[src/rtl/pg_bus_reader.sv]
// Receive-side sequencer for a single-wire pass-gate line: issues a low start bit,
// releases the line, then samples WIDTH response bits MSB first.
module pg_bus_reader #(
    parameter int unsigned WIDTH  = 8,
    parameter int unsigned BITCYC = 4,
    parameter int unsigned SAMPLE = 2,
    parameter int unsigned TURN   = 2
) (
    input  logic             CLK,
    input  logic             RST,
    input  logic             RD_REQ,
    output logic             RD_BUSY,
    output logic [WIDTH-1:0] DOUT,
    output logic             DVALID,
    input  logic             DREADY,
    output logic             GATE_N,
    output logic             GATE_P,
    output logic             DRV,
    input  logic             BUS_IN
);

    localparam int unsigned CW = (BITCYC > 1) ? $clog2(BITCYC) : 1;
    localparam int unsigned BW = $clog2(WIDTH + 1);
    localparam int unsigned TW = (TURN > 1) ? $clog2(TURN) : 1;

    localparam logic [2:0] S_IDLE  = 3'd0;
    localparam logic [2:0] S_START = 3'd1;
    localparam logic [2:0] S_TURN  = 3'd2;
    localparam logic [2:0] S_RECV  = 3'd3;
    localparam logic [2:0] S_DONE  = 3'd4;

    logic [2:0]       state_q, state_d;
    logic [CW-1:0]    scnt_q, scnt_d;
    logic [BW-1:0]    bcnt_q, bcnt_d;
    logic [TW-1:0]    tcnt_q, tcnt_d;
    logic [WIDTH-1:0] dout_d;
    logic             dvalid_d;
    logic             slot_end;

    // Next-state, counter and data-path decode
    always_comb begin
        state_d  = state_q;
        scnt_d   = scnt_q;
        bcnt_d   = bcnt_q;
        tcnt_d   = tcnt_q;
        dout_d   = DOUT;
        dvalid_d = DVALID;
        slot_end = (scnt_q == CW'(BITCYC - 1));
        case (state_q)
            S_IDLE: begin
                if (RD_REQ) begin
                    state_d = S_START;
                    scnt_d  = '0;
                end
            end
            S_START: begin
                if (slot_end) begin
                    scnt_d  = '0;
                    tcnt_d  = '0;
                    state_d = S_TURN;
                end else begin
                    scnt_d = scnt_q + CW'(1);
                end
            end
            S_TURN: begin
                bcnt_d = '0;
                if (tcnt_q == TW'(TURN - 1)) begin
                    tcnt_d  = '0;
                    scnt_d  = '0;
                    state_d = S_RECV;
                end else begin
                    tcnt_d = tcnt_q + TW'(1);
                end
            end
            S_RECV: begin
                if (scnt_q == CW'(SAMPLE)) begin
                    dout_d = WIDTH'({DOUT, BUS_IN});
                end
                if (slot_end) begin
                    scnt_d = '0;
                    if (bcnt_q == BW'(WIDTH - 1)) begin
                        bcnt_d   = '0;
                        state_d  = S_DONE;
                        dvalid_d = 1'b1;
                    end else begin
                        bcnt_d = bcnt_q + BW'(1);
                    end
                end else begin
                    scnt_d = scnt_q + CW'(1);
                end
            end
            S_DONE: begin
                if (DREADY) begin
                    state_d  = S_IDLE;
                    dvalid_d = 1'b0;
                end
            end
            default: state_d = S_IDLE;
        endcase
    end

    // State and registered outputs; gate pins follow the next state so they switch on the transition edge
    always_ff @(posedge CLK) begin
        if (RST) begin
            state_q <= S_IDLE;
            scnt_q  <= '0;
            bcnt_q  <= '0;
            tcnt_q  <= '0;
            DOUT    <= '0;
            DVALID  <= 1'b0;
            RD_BUSY <= 1'b0;
            GATE_N  <= 1'b0;
            GATE_P  <= 1'b1;
            DRV     <= 1'b1;
        end else begin
            state_q <= state_d;
            scnt_q  <= scnt_d;
            bcnt_q  <= bcnt_d;
            tcnt_q  <= tcnt_d;
            DOUT    <= dout_d;
            DVALID  <= dvalid_d;
            RD_BUSY <= (state_d != S_IDLE);
            GATE_N  <= (state_d == S_START);
            GATE_P  <= (state_d != S_START);
            DRV     <= (state_d != S_START);
        end
    end

endmodule

[config.mk]
export PLATFORM = sky130hd
export DESIGN_NAME = pg_bus_reader
export DESIGN_NICKNAME = d
export VERILOG_FILES = /design/src/rtl/pg_bus_reader.sv
export SDC_FILE = /design/constraint.sdc
export NUM_CORES = 1
export LEC_CHECK = 0
export ABC_AREA = 0
export CAP_MARGIN = 30
export CORE_MARGIN = 5
export CORE_UTILIZATION = 51
export DETAILED_ROUTE_END_ITERATION = 8
export HOLD_SLACK_MARGIN = 0.05
export PLACE_DENSITY = 0.77
export SKIP_CTS_REPAIR_TIMING = 1
export SLEW_MARGIN = 20
export SYNTH_ARGS = -nofsm -noshare
export SYNTH_HDL_FRONTEND = slang
export SYNTH_SLANG_ARGS = --single-unit
[constraint.sdc]
create_clock -name CLK -period 1.9 [get_ports CLK]
set_input_delay 0.38 -clock CLK [delete_from_list [all_inputs] [get_ports CLK]]
set_output_delay 0.38 -clock CLK [all_outputs]
set_load 0.005 [all_outputs]
==> flow_summary.yaml <==
pwr:
  power.density_nw_per_um2: 645.2
  vdd_drop_max_mv: 0.3588
  p_leak_nw: 0.4361
worst_setup_path:
  path_class: "flop to flop"
  crit_path_start_kind: "flop"
  cp_data_required_time_ps: 2130
  cp.arrival_ps: 1840
  critPathMaxFanout: 9
  end_kind: "flop"
logic_synthesis:
  syn_nets: 129
  yosys_warnings: 0
  synthTopCellsByCount: "dfxtp_1, nand2_1, a21oi_1"
  yosys.area.top_type: "dfxtp_1"
  synthCells: 121
  ys_async_sr_fraction_pct: 0
  yosys-top-cells-area: "dfxtp_1, a21oi_1, nand2_1, ha_1, nand3b_1"
  synth_ff_type: "dfxtp_1"
  syn_area_um2: 1042
  ys_seq_elements: 22
  synth-edff-count: 0
  synth_top_cell_area_share_pct: 42.26
  yosysUniqueCellTypes: 35
  ys_seq_area_share_pct: 42.26
  yosysMostFrequentCell: "dfxtp_1"
  avgSynthCellArea_um2: 8.614
floorplanning:
  core_area_um2: 1962
  start_util_pct: 53.13
  die_area_um2: 3048
  die_h_um: 55.21
  io-pin-count: 18
  rows: 16
  dieWidth_um: 55.21
sta:
  max_freq_ghz: 0.6203
  maxSlewViolCount: 0
  fin_crit_ps: 1612
  skew_ps: 3.725
  hold_viol: 0
  worst_pin_slew_ps: 385.1
  slew_headroom_pct: 74.19
  rsz0062_at_grt: "no"
  finalSetupViolCount: 0
  period_share_pct: 84.86
  setup_tns_ps: 0
detailed_routing:
  met1_length_mm: 1.000
  dr_wl_met3_um: 119
  antenna_left: 0
  drt_iter0_markers: 25
  met2_length_mm: 1.021
  wl_per_cell_um: 13.31
  drc: 0
  post_drt_via_cell_ratio: 5.531
  highest_layer: "met4"
  first_pass_iters: 4
  routed_wl_mm: 2.156
  vias: 896
layout:
  fin_area_um2: 1250
  drive_above_1_share_pct: 8.889
  n_antenna_cell: 0
  final_nets: 144
  area_growth_pct: 19.93
  nFillCells: 193
run_status:
  outcome: "finished, final reports clean"
clock_tree:
  htreeDepth: 1
  clockRootBuffer: "clkbuf_4"
  clk_latency_ps: 290
  path_clk_slew_ps: 120
  cts_sinks: 22
  cts_tree: "yes"
  cts_buffer_depth: 2
  numCtsBuffers: 3
place:
  io_buffer_count: 17
  hpwl_mm: 1.622
  gp_congestion: 0.8179
  place_area_um2: 1214
global_routing:
  grt_pass1_wl_mm: 3.898
  grt_usage_pct: 15.05
  antenna_found_initial: 0
  grt_overflow_total: 0
  grt_start_max_net_pins: 14
  grt_pass1_vias: 855
min_path:
  hold_class: "flop to flop"
job:
  max_cap_violations: 0
-- stage by stage --
stage	hold slack [ps]	setup WS, ps	cells	utilization (%)	power [mW]
after floorplan	452.7	484.5	121	-	0.5353
after global placement	443.5	382.5	158	61.86	0.5672
after detailed placement	455.3	305.7	158	61.86	0.5699
after CTS	472.3	291.8	162	63.71	0.8124
after global routing	495.6	198.2	162	63.71	0.8452
final	470.8	287.8	162	63.71	0.8065
-- cell families after synthesis --
family                   count (synthesis)  share of synthesized area (%)
AND/OR/NAND/NOR                         48                          27.85
AO/OA/AOI/OAI                           33                          18.61
flip-flops                              22                          42.26
buffers and inverters                   14                          6.722
adder cells (fa/ha/maj)                  3                          3.602
multiplexers                             1                         0.9604
-- area by class of cell --
class / instances / area, µm² / area share [%]
Multi-Input combinational cell: 85 / 531.8 / 42.54
Sequential cell: 22 / 440.4 / 35.24
Timing Repair Buffer: 20 / 192.7 / 15.42
Clock buffer: 4 / 36.28 / 2.903
Tap cell: 27 / 33.78 / 2.703
Inverter: 4 / 15.01 / 1.201
-- power by group --
part | internal, mW | switching, mW | total, mW
clock | 0.117 | 0.130 | 0.247
combinational | 0.0407 | 0.0362 | 0.0769
sequential | 0.473 | 0.00976 | 0.483
total | 0.630 | 0.176 | 0.806
-- registers in the layout, summed over array words and instances, names as in the netlist --
name,cells
state_q,3
DOUT,8
DVALID,1
scnt_q,2
tcnt_q,1
bcnt_q,4
GATE_N,1
RD_BUSY,1
DRV,1
-- cells in the final DEF (no fill, tap or decap), types with 2 or more instances in the layout --
cell type,instances
dfxtp_1,22
nand2_1,17
clkdlybuf4s50_1,17
a21oi_1,15
o21ai_0,6
nand3b_1,5
inv_1,4
nand2b_1,4
a31oi_1,4
nand4b_1,4
nor2_1,4
nand3_1,3
ha_1,3
clkbuf_4,3
buf_4,3
a21boi_0,2
-- path summary, 6_finish.rpt --
check	startpoint	endpoint	slack, ps	cells after the start
max	scnt_q[1]	bcnt_q[3]	290	4
max reg2reg	scnt_q[1]	bcnt_q[3]	290	4
min reg2reg	DOUT[7]	DOUT[7]	470	2
min	DOUT[7]	DOUT[7]	470	2
-- routing by layer --
layer / vias to the layer above / track usage, %
met1: 414 / 19.37
met2: 26 / 24.49
met5: - / 0
met4: 0 / 4.861
li1: 454 / -
met3: 2 / 3.730
-- worst max-delay path: stages (launching register included) --
cell     delay [ps]
dfxtp_1         380
ha_1            370
nand4_4         130
or4b_1          510
a31oi_1         160
No activity file was read; power rests on OpenSTA's default activity.
